## src/rtl/tele_rx.sv

```systemverilog
//==============================================================================
// Module   : tele_rx
// Function : Serial telemetry frame receiver (preamble lock, parity, counters)
// Revision : 1.0
//==============================================================================
`default_nettype none

module tele_rx #(
  parameter int GAP_MIN = 8
) (
  input  logic        clk,
  input  logic        rst,
  input  logic        i_rx,
  output logic        o_rx_flag,
  output logic [6:0]  o_rx_addr,
  output logic [3:0]  o_rx_data,
  output logic        o_rx_err,
  output logic        o_busy,
  output logic [15:0] o_frm_cnt,
  output logic [7:0]  o_err_cnt
);

  localparam logic [2:0] HUNT  = 3'd0;
  localparam logic [2:0] ARMED = 3'd1;
  localparam logic [2:0] PRE   = 3'd2;
  localparam logic [2:0] RECV  = 3'd3;
  localparam logic [2:0] DONE  = 3'd4;

  localparam logic [3:0] GAP_Q = GAP_MIN[3:0];

  logic        rx_q;
  logic [2:0]  state_q, state_d;
  logic [3:0]  zrun_q, zrun_d;
  logic [1:0]  pre_idx_q, pre_idx_d;
  logic [3:0]  bcnt_q, bcnt_d;
  logic [11:0] shreg_q, shreg_d;
  logic        ok_q, ok_d;
  logic        bad_q, bad_d;
  logic        flag_q, flag_d;
  logic        err_q, err_d;
  logic [6:0]  addr_q, addr_d;
  logic [3:0]  data_q, data_d;
  logic [15:0] frm_q, frm_d;
  logic [7:0]  errc_q, errc_d;
  logic        busy;

  // State register and all other flops
  always_ff @(posedge clk or posedge rst) begin
    if (rst) begin
      rx_q      <= 1'b0;
      state_q   <= HUNT;
      zrun_q    <= 4'd0;
      pre_idx_q <= 2'd0;
      bcnt_q    <= 4'd0;
      shreg_q   <= 12'd0;
      ok_q      <= 1'b0;
      bad_q     <= 1'b0;
      flag_q    <= 1'b0;
      err_q     <= 1'b0;
      addr_q    <= 7'd0;
      data_q    <= 4'd0;
      frm_q     <= 16'd0;
      errc_q    <= 8'd0;
    end else begin
      rx_q      <= i_rx;
      state_q   <= state_d;
      zrun_q    <= zrun_d;
      pre_idx_q <= pre_idx_d;
      bcnt_q    <= bcnt_d;
      shreg_q   <= shreg_d;
      ok_q      <= ok_d;
      bad_q     <= bad_d;
      flag_q    <= flag_d;
      err_q     <= err_d;
      addr_q    <= addr_d;
      data_q    <= data_d;
      frm_q     <= frm_d;
      errc_q    <= errc_d;
    end
  end

  // Next-state and framing datapath
  always_comb begin
    state_d   = state_q;
    zrun_d    = zrun_q;
    pre_idx_d = pre_idx_q;
    bcnt_d    = bcnt_q;
    shreg_d   = shreg_q;
    case (state_q)
      HUNT: begin
        if (rx_q) begin
          zrun_d = 4'd0;
        end else begin
          if (zrun_q < GAP_Q) zrun_d = zrun_q + 4'd1;
          if (zrun_d >= GAP_Q) state_d = ARMED;
        end
      end
      ARMED: begin
        if (rx_q) begin
          state_d   = PRE;
          pre_idx_d = 2'd1;
          zrun_d    = 4'd0;
        end
      end
      PRE: begin
        // Remaining preamble bits are 0,1,0 for indices 1,2,3
        if (rx_q != (pre_idx_q == 2'd2)) begin
          state_d = HUNT;
          zrun_d  = {3'd0, ~rx_q};
        end else if (pre_idx_q == 2'd3) begin
          state_d = RECV;
          bcnt_d  = 4'd0;
        end else begin
          pre_idx_d = pre_idx_q + 2'd1;
        end
      end
      RECV: begin
        shreg_d = {shreg_q[10:0], rx_q};
        if (bcnt_q == 4'd11) state_d = DONE;
        else                 bcnt_d  = bcnt_q + 4'd1;
      end
      DONE: begin
        state_d = HUNT;
        zrun_d  = 4'd0;
      end
      default: begin
        state_d = HUNT;
        zrun_d  = 4'd0;
      end
    endcase
  end

  // Outputs: parity verdict is pipelined one stage before the strobes
  always_comb begin
    busy   = (state_q == PRE) || (state_q == RECV) || (state_q == DONE);
    ok_d   = (state_q == DONE) && !(^shreg_q);
    bad_d  = (state_q == DONE) && (^shreg_q);
    flag_d = ok_q;
    err_d  = bad_q;
    addr_d = ok_q ? shreg_q[11:5] : addr_q;
    data_d = ok_q ? shreg_q[4:1]  : data_q;
    frm_d  = frm_q + {15'd0, ok_q};
    errc_d = (bad_q && (errc_q != 8'hFF)) ? errc_q + 8'd1 : errc_q;
  end

  assign o_rx_flag = flag_q;
  assign o_rx_err  = err_q;
  assign o_rx_addr = addr_q;
  assign o_rx_data = data_q;
  assign o_frm_cnt = frm_q;
  assign o_err_cnt = errc_q;
  assign o_busy    = busy;

endmodule

`default_nettype wire

```

## config.mk

```make
export PLATFORM = sky130hd
export DESIGN_NAME = tele_rx
export DESIGN_NICKNAME = d
export VERILOG_FILES = /design/src/rtl/tele_rx.sv
export SDC_FILE = /design/constraint.sdc
export NUM_CORES = 1
export LEC_CHECK = 0
export BUFFER_PORTS_ARGS = -buffer_cell sky130_fd_sc_hd__buf_2
export CORE_MARGIN = 1
export CORE_UTILIZATION = 40
export DETAILED_ROUTE_END_ITERATION = 16
export PLACE_DENSITY_LB_ADDON = 0.1
export SKIP_CTS_REPAIR_TIMING = 1
export SLEW_MARGIN = 20
export SYNTH_ARGS = -nofsm -noshare
export SYNTH_HDL_FRONTEND = slang
export SYNTH_SLANG_ARGS = --single-unit
export TNS_END_PERCENT = 1
```

## constraint.sdc

```tcl
create_clock -name clk -period 1.6 [get_ports clk]
set_input_delay 0.08 -clock clk [delete_from_list [all_inputs] [get_ports clk]]
set_output_delay 0.08 -clock clk [all_outputs]
set_load 0.05 [all_outputs]
```

==> results_dict.tcl, run 1 <==
set metrics [dict create \
    status "complete, no violations" \
    maxSlewHeadroom_pct 79.4 \
    worstPathCellList "inv_1 -> ha_4 -> xnor2_4 -> and2_4 -> nand3b_2 -> mux2_4" \
    rows 30 \
    synth_cell_types 44 \
    die_area_um2 7660 \
    cpMaxStageDelayCell "dfrtp_1" \
    gpl.final_weighted_congestion 0.714 \
    fin_skew_ns 0.00710 \
    p_total_w 0.00454 \
    synth_top_area_cell "dfrtp_1" \
    finalSetupViolCount 0 \
    synth_cells 264 \
    maxSlewViolCount 0 \
    final_util_pct 52.7 \
    totalWireLength_um 5350 \
    place_inst 412 \
    syn_nets 274 \
    hold_path_class "in -> async" \
    period_needed_ns 1.57 \
    cts_buffer_depth 2 \
    wl_per_cell_um 12.4 \
    cts_tree "yes" \
    fill_cells 629 \
    synthTopCellsByCount "dfrtp_1 (65), nand2_1 (52), xnor2_1 (22)" \
    r2r-start "pre_idx_q[0]$_DFFE_PP0P_" \
    seq_area_frac_synth_pct 55.6 \
    drive_gt1_share_pct 30.4 \
    grt_pass1_vias 1976 \
    syn_avg_cell_area_um2 11.1 \
    synthFlopType "dfrtp_1" \
    yosysTopAreaCellShare_pct 55.6 \
    synthTopCellsByArea "dfrtp_1 (56%), nand2_1 (6.7%), xnor2_1 (6.6%), mux2_2 (5.0%), ha_1 (3.0%)" \
    seq_area_um2 1630 \
    multi_input_area_um2 1270 \
    pwr_density_cell_nw_per_um2 1240 \
    critPathLaunch "pre_idx_q[0]$_DFFE_PP0P_" \
    grtUsageTotal_pct 15.0 \
    root_buffer "clkbuf_8" \
    grt_max_degree 49 \
    cts_made_buffers 9 \
    port_buffers 40 \
    path_class "reg -> reg" \
    rr_endpoint "pre_idx_q[0]$_DFFE_PP0P_" \
    syn_to_final_growth_pct 25.1 \
    initial_core_util_pct 42.1 \
    ant_nets 0 \
    crit_path_start_kind "flip-flop" \
    hpwl_um 3730 \
    clk_pin_slew_ns 0.07 \
    firstDrtPassIters 4 \
    yosysMostFrequentCell "dfrtp_1" \
    setup_slack_ns 0.0342 \
    antenna_found_initial 0 \
    drt_iter0_drc 57 \
    crit_path_end_kind "flip-flop" \
    slowest_delay_ns 0.35 \
    overflow 0 \
    maxCapViolations 0 \
    drc_errors 0 \
    rsz0062_at_grt "false" \
    dp_slack_ns -0.0355 \
    ctsHtreeMaxLevel 3 \
    layoutNonFillerInstCount 432 \
    grt_pass1_wl_um 8820 \
    power.leakage_nw 1.91 \
    diodes 0 \
    synth_area_um2 2930 \
    critPathRequiredTime_ns 1.82 \
    nets 341 \
    path_max_fanout 5 \
    core_area_um2 6940 \
    r2r_setup_slack_ns 0.03 \
    cp.arrival_ns 1.78 \
    vdd_drop_max_mv 0.768 \
    ios 41 \
    tightestPinTransition_ns 0.307 \
    r2r_cells 6 \
    synth_warnings 0 \
    synth-edff-count 0 \
    period_share_pct 97.9 \
    async_reset_ff_share_pct 100 \
    max_clock_freq_mhz 639 \
    synth-seq-cells 65 \
    hold_viol_final 0 \
    die_y_um 87.5 \
    cts_sinks 65 \
    via_count 2102 \
    die-width_um 87.5 \
    worstSkewPairLatency_ns 0.33 \
    routed_via_density 4.87 \
]
sequential cells by signal, summed over array words and instances (netlist names), 2 cells and up:
signal	count
bcnt_q	4
o_frm_cnt	16
o_rx_data	4
state_q	3
zrun_q	4
o_rx_addr	7
o_err_cnt	8
shreg_q	12
pre_idx_q	2
through the flow:
stage          instance area (um^2)  setup TNS, ns  hold WS, ns
4_1_cts                        3590         -0.259       -0.195
2_1_floorplan                  2930         -0.442        0.111
3_5_place_dp                   3370        -0.0355        0.180
5_1_grt                        3660              0        0.384
6_report                       3660              0        0.378
3_3_place_gp                   3370       -0.00134        0.172
how the worst max path moves through the flow:
stage / end / slack, ns
2_1_floorplan: o_err_cnt[1]$_DFFE_PP0P_ / -0.20
3_3_place_gp: pre_idx_q[0]$_DFFE_PP0P_ / -0.001
3_5_place_dp: pre_idx_q[0]$_DFFE_PP0P_ / -0.04
4_1_cts: o_busy / -0.19
5_1_grt: pre_idx_q[0]$_DFFE_PP0P_ / 0.003
6_report: pre_idx_q[0]$_DFFE_PP0P_ / 0.03
worst max-delay path: cells and delay by family, from the launching register on:
| kind | cells | cell delay (ns) |
|---|---|---|
| and+or+nand+nor | 2 | 0.29 |
| xor gates and xnor gates | 1 | 0.24 |
| buffers and inverters | 1 | 0.08 |
| DFF | 1 | 0.35 |
| adders and majority gates | 1 | 0.18 |
| muxes | 1 | 0.31 |
power breakdown:
part | internal (W) | switching, W
sequential | 0.00179 | 0.000177
combinational | 0.000527 | 0.000517
clock | 0.000918 | 0.000607
cells by family (layout without fill, tap and decap cells):
group / after synthesis / after routing / synth area share (%)
xor gates and xnor gates: 32 / 32 / 9.84
buffers and inverters: 14 / 86 / 2.01
DFF: 65 / 65 / 55.6
adders and majority gates: 7 / 7 / 2.99
AOI/OAI and AO/OA: 24 / 24 / 6.12
and+or+nand+nor: 105 / 105 / 16.9
muxes: 17 / 17 / 6.54
placed cells by master (no fill, tap or decap), types with 2 or more instances in the layout:
master,n
dfrtp_1,63
nand2_1,52
buf_2,40
xnor2_1,22
buf_4,20
mux2_2,13
nor2_1,10
nand3_1,10
clkbuf_8,10
xor2_1,9
nand4_1,7
o21ai_0,7
nor3_1,7
inv_1,6
ha_1,6
and3_1,4
nand2b_1,3
mux2i_1,3
a21oi_1,2
o31ai_1,2
and4_1,2
bufinv_16,2
clkinv_2,2
dlygate4sd3_1,2
dfrtp_2,2
final cells by class:
type	instances	area share, %
clock buffer	11	3.86
clock inverter	5	2.15
inverter	7	0.820
multi-input combinational	185	34.7
sequential	65	44.5
tap	96	3.28
timing repair buffer	63	10.7
routing by layer:
layer	track usage, %	vias to the layer above	wire [um]
li1	-	1044	-
met2	22.9	36	2420
met5	0	-	0
met1	20.3	1015	2700
met4	5.81	0	69
met3	3.98	7	156
Power figures use the tool's default switching activity.
==> inputs of run 2 (changes only) <==
Settings changed: ABC_AREA set to 1.
==> run 2 against run 1 <==
  * Global-route usage hardly changed
  * Maximum frequency is 1.3% higher
  * Sequential power is 9% higher
  * Critical path type unchanged
  * Synthesized cell count is 30% higher
  * Total power is 24% higher
  * Clock power is 6% higher
  * Sequential share of layout area is 0.41 points lower
  * First-iteration DRC count is 110% higher
==> results_dict.tcl, run 2 <==
set metrics [dict create \
    hpwl_um 3800 \
    synth-seq-cells 65 \
    synth-xor-area-share_pct 7.45 \
    cpMaxStageDelayCell "dfrtp_2" \
    cp_num_buf_inv 0 \
    async_reset_ff_share_pct 100 \
    worstSkewPairLatency_ns 0.34 \
    ant_nets 0 \
    synth_top_family_by_area "simple AND/OR/NAND/NOR gates" \
    maxCapViolations 0 \
    status "complete, no violations" \
    finalSetupViolCount 0 \
    synth_cells 342 \
    die-width_um 89.4 \
    yosysTopAreaCellShare_pct 53.2 \
    routed_via_density 4.65 \
    synthTopCellsByCount "nand2_1 (94), dfrtp_1 (65), inv_1 (36)" \
    period_share_pct 96.7 \
    largest_reg_flops 16 \
    antenna_found_initial 0 \
    final_common_cell "nand2_1" \
    seq_area_um2 1630 \
    critPathRequiredTime_ns 1.82 \
    grt_pass1_vias 2081 \
    max_clock_freq_mhz 647 \
    synth_simple_gate_area_share_pct 23.6 \
    vdd_drop_max_mv 0.741 \
    hold_viol_final 0 \
    path_class "reg -> reg" \
    period_needed_ns 1.55 \
    yosysMostFrequentCell "nand2_1" \
    synthTopCellsByArea "dfrtp_1 (53%), nand2_1 (12%), xor2_1 (5.2%), inv_1 (4.4%), o21ai_0 (3.9%)" \
    core_area_um2 7330 \
    syn_avg_cell_area_um2 8.94 \
    multi_input_area_um2 1290 \
    slowest_delay_ns 0.36 \
    tightestPinTransition_ns 0.355 \
    cts_made_buffers 9 \
    gpl.final_weighted_congestion 0.769 \
    firstDrtPassIters 4 \
    wl_per_cell_um 11.2 \
    cts_tree "yes" \
    ios 41 \
    finalSetupTns_ns 0 \
    overflow 0 \
    worstPathCellList "ha_2 -> ha_2 -> nand3_2 -> nor2_4 -> nand2_4 -> nor2_4 -> nand3_1 -> xnor2_1" \
    synth_warnings 0 \
    diodes 0 \
    port_buffers 40 \
    cts_buffer_depth 2 \
    via_count 2325 \
    synthFlopType "dfrtp_1" \
    maxSlewViolCount 0 \
    drc_errors 0 \
    synth_area_um2 3060 \
    syn_to_final_growth_pct 20.7 \
    die_area_um2 8000 \
    cts_sinks 65 \
    nets 406 \
    syn_nets 352 \
    fill_cells 708 \
    synth-edff-count 0 \
    drt_iter0_drc 121 \
    final_util_pct 50.4 \
    synth_top_area_cell "dfrtp_1" \
    p_total_w 0.00562 \
    crit_path_start_kind "flip-flop" \
    power.leakage_nw 1.91 \
    maxSlewHeadroom_pct 76.3 \
    ctsHtreeMaxLevel 3 \
    totalWireLength_um 5580 \
    synthMuxAreaShare_pct 0.736 \
    drive_gt1_share_pct 20.9 \
    clk_pin_slew_ns 0.08 \
    grt_pass1_wl_um 9060 \
    fin_skew_ns 0.00748 \
    cp.arrival_ns 1.77 \
    final_cell_mix "nand2_1 (94), dfrtp_1 (64), buf_2 (40), inv_1 (35), o21ai_0 (24)" \
    synth_cell_types 27 \
    cpLargestDelayFamily "simple AND/OR/NAND/NOR gates" \
    pwr_density_cell_nw_per_um2 1520 \
    initial_core_util_pct 41.7 \
    setup_slack_ns 0.0536 \
    rsz0062_at_grt "true" \
    dp_slack_ns 0.0274 \
    hold_path_class "in -> async" \
    grt_max_degree 66 \
    crit_path_end_kind "flip-flop" \
    rows 31 \
    seq_area_frac_synth_pct 53.2 \
    synthAdderAreaFrac_pct 2.86 \
    die_y_um 89.4 \
    synth-compound-area-share_pct 6.83 \
    path_max_fanout 3 \
    grtUsageTotal_pct 14.9 \
    root_buffer "clkbuf_8" \
]
[run 2: cell types whose count changed in the layout (fill, tap and decap cells not counted), moves of 9 or more]
cell,delta
nand2_1,+42
xor2_1,+9
mux2_2,-11
xnor2_1,-14
inv_1,+29
o21ai_0,+17
nor2_1,+12
buf_4,-16
a21oi_1,+11
[run 2: kinds of logic after synthesis]
family | Yosys count
adder cells (fa/ha/maj) | 7
buffers and inverters | 43
AO/OA/AOI/OAI | 40
multiplexers | 2
flip-flops | 65
XOR/XNOR | 26
AND/OR/NAND/NOR | 159
[run 2: per-stage QoR]
step                      instance area (um^2)  hold WS (ns)  std cells
after detailed placement                  3420         0.193        482
after floorplan                           3060         0.111        342
after global routing                      3690         0.372        500
final                                     3690         0.357        500
after global placement                    3420         0.191        482
after CTS                                 3650        -0.169        498
[run 2: tightest hold or removal path, delay by kind of cell]
| family | cells | cell delay [ns] |
|---|---|---|
| buffers and inverters | 4 | 1.02 |
[run 2: final cells by class]
cell class / instances / area share, %
Clock inverter: 2 / 1.63
Timing Repair Buffer: 47 / 7.32
Tap cell: 99 / 3.35
Multi-Input combinational cell: 234 / 34.9
Clock buffer: 14 / 4.68
Inverter: 39 / 4.07
Sequential cell: 65 / 44.1
[run 2: routing by layer]
layer  up-vias  global-route usage, %  part of all wire [%]
met5         -                      0                     0
li1       1200                      -                     -
met4         0                   7.79                   1.6
met1      1083                   18.8                    50
met3         9                   3.32                   3.2
met2        33                   24.1                    45
[run 2: worst paths after layout]
check	slack [ns]	endpoint	start	cells after the start
max reg2reg	0.05	o_frm_cnt[12]$_DFF_PP0_	o_frm_cnt[0]$_DFF_PP0_	8
max in group asynchronous	0.93	shreg_q[5]$_DFFE_PP0P_	rst	4
min	0.36	o_frm_cnt[5]$_DFF_PP0_	rst	4
min in group clk	0.39	rx_q$_DFF_PP0_	i_rx	2
max	0.05	o_frm_cnt[12]$_DFF_PP0_	o_frm_cnt[0]$_DFF_PP0_	8
min reg2reg	0.39	o_rx_err$_DFF_PP0_	bad_q$_DFF_PP0_	0
[run 2: where the power goes]
group          switching, W  internal, W
Sequential         0.000221      0.00193
Clock              0.000600      0.00101
Combinational       0.00132     0.000537
Total               0.00215      0.00348
==> inputs of run 3 (changes only) <==
Settings changed: CTS_BUF_LIST set to sky130_fd_sc_hd__clkbuf_4 sky130_fd_sc_hd__clkbuf_8 sky130_fd_sc_hd__clkbuf_16.
==> run 3 against run 2 <==
  * First-iteration DRC count is 0.83% higher
  * Total power grew 0.55%
  * Setup slack lost 0.0030 ns
  * Global-route usage did not move
==> results_dict.tcl, run 3 (same netlist as run 2, synthesis figures left out) <==
set metrics [dict create \
    die_y_um 89.4 \
    hold_path_class "in -> async" \
    gpl.final_weighted_congestion 0.769 \
    cts_buffer_depth 2 \
    initial_core_util_pct 41.7 \
    root_buffer "clkbuf_8" \
    drive_gt1_share_pct 21.4 \
    worstPathCellList "ha_2 -> ha_2 -> nand3_2 -> nor2_4 -> nand2_4 -> nor2_4 -> nand3_1 -> xnor2_1" \
    fin_skew_ns 0.00927 \
    final_cell_mix "nand2_1 (94), dfrtp_1 (64), buf_2 (40), inv_1 (35), o21ai_0 (24)" \
    status "complete, no violations" \
    worstSkewPairLatency_ns 0.34 \
    finalSetupViolCount 0 \
    tightestPinTransition_ns 0.350 \
    final_common_cell "nand2_1" \
    grt_max_degree 66 \
    wl_per_cell_um 11.1 \
    maxSlewHeadroom_pct 76.6 \
    finalSetupTns_ns 0 \
    r2r_setup_slack_ns 0.05 \
    grtUsageTotal_pct 14.9 \
    drc_errors 0 \
    place_inst 482 \
    cp.arrival_ns 1.77 \
    p_comb_share_pct 32.9 \
    routed_via_density 4.65 \
    largest_reg_flops 16 \
    hpwl_um 3800 \
    rows 31 \
    whs_ns 0.363 \
    max_clock_freq_mhz 645 \
    placed_cell_area_um2 3420 \
    cts_tree "yes" \
    die-width_um 89.4 \
    critPathRequiredTime_ns 1.82 \
    crit_path_end_kind "flip-flop" \
    nets 406 \
    clkPwrFrac_pct 29.0 \
    switching_share_pct 37.9 \
    syn_to_final_growth_pct 21.0 \
    slowest_delay_ns 0.36 \
    maxSlewViolCount 0 \
    diodes 0 \
    die_area_um2 8000 \
    maxCapViolations 0 \
    grt_pass1_wl_um 9060 \
    path_max_fanout 3 \
    path_class "reg -> reg" \
    cpMaxStageDelayCell "dfrtp_2" \
    layoutNonFillerInstCount 500 \
    drt_iter0_drc 122 \
    hold_viol_final 0 \
    totalWireLength_um 5570 \
    power.leakage_nw 1.92 \
    setup_slack_ns 0.0506 \
    ctsHtreeMaxLevel 3 \
    stdcell_area_um2 3700 \
    overflow 0 \
    pwr_density_cell_nw_per_um2 1530 \
    cts_made_buffers 9 \
    grt_pass1_vias 2081 \
    period_needed_ns 1.55 \
    firstDrtPassIters 4 \
    dp_slack_ns 0.0274 \
    rsz0062_at_grt "true" \
    cpLargestDelayFamily "simple AND/OR/NAND/NOR gates" \
    cts_sinks 65 \
    seqPwrFrac_pct 38.1 \
    via_count 2325 \
    cp_num_buf_inv 0 \
    crit_path_start_kind "flip-flop" \
    vdd_drop_max_mv 0.741 \
    switchingPower_w 0.00214 \
    ios 41 \
    antenna_found_initial 0 \
    port_buffers 40 \
    core_area_um2 7330 \
    clk_pin_slew_ns 0.08 \
    period_share_pct 96.8 \
    internal_power_w 0.00351 \
    ant_nets 0 \
]
[run 3: cell counts in the layout (fill, tap and decap cells not counted)]
No cell type changed its count.
[run 3: area by class of cell]
type                       instances  area [um^2]
timing repair buffer              47          270
sequential                        65         1630
tap                               99          124
fill                             707         3630
clock inverter                     2         60.1
inverter                          39          150
multi-input combinational        234         1290
clock buffer                      14          180
[run 3: tightest hold or removal path: stages]
cell and delay (ns):
dlygate4sd3_1 0.53, buf_2 0.13, clkinvlp_4 0.07, buf_12 0.29
[run 3: path summary, 6_finish.rpt]
check,startpoint,to,depth (start not counted)
max in group asynchronous,rst,bcnt_q[2]$_DFFE_PP0P_,4
worst min register to register,bad_q$_DFF_PP0_,o_rx_err$_DFF_PP0_,0
min in group clk,i_rx,rx_q$_DFF_PP0_,2
worst min-delay path,rst,o_frm_cnt[5]$_DFF_PP0_,4
worst max register to register,o_frm_cnt[0]$_DFF_PP0_,o_frm_cnt[12]$_DFF_PP0_,8
worst max-delay path,o_frm_cnt[0]$_DFF_PP0_,o_frm_cnt[12]$_DFF_PP0_,8
[run 3: power groups by stage]
stage,Sequential (W),Clock (W),Combinational [W]
floorplan,0.00258,0,0.00104
global placement,0.00217,0,0.00184
detailed placement,0.00218,0,0.00187
CTS,0.00215,0.00169,0.00188
global route,0.00220,0.00175,0.00211
finish,0.00215,0.00164,0.00186
[run 3: per-layer routing]
layer	GRT usage (%)	routed length, um	vias to the layer above
met5	0	0	-
li1	-	-	1200
met4	7.79	89	0
met3	3.32	184	9
met1	18.8	2770	1081
met2	24.1	2530	35
[run 3: per-stage QoR]
| step | utilization (%) | total power (W) |
|---|---|---|
| 2_1_floorplan | - | 0.00362 |
| 5_1_grt | 50.5 | 0.00606 |
| 3_3_place_gp | 46.6 | 0.00402 |
| 6_report | 50.5 | 0.00565 |
| 3_5_place_dp | 46.6 | 0.00405 |
| 4_1_cts | 49.9 | 0.00573 |
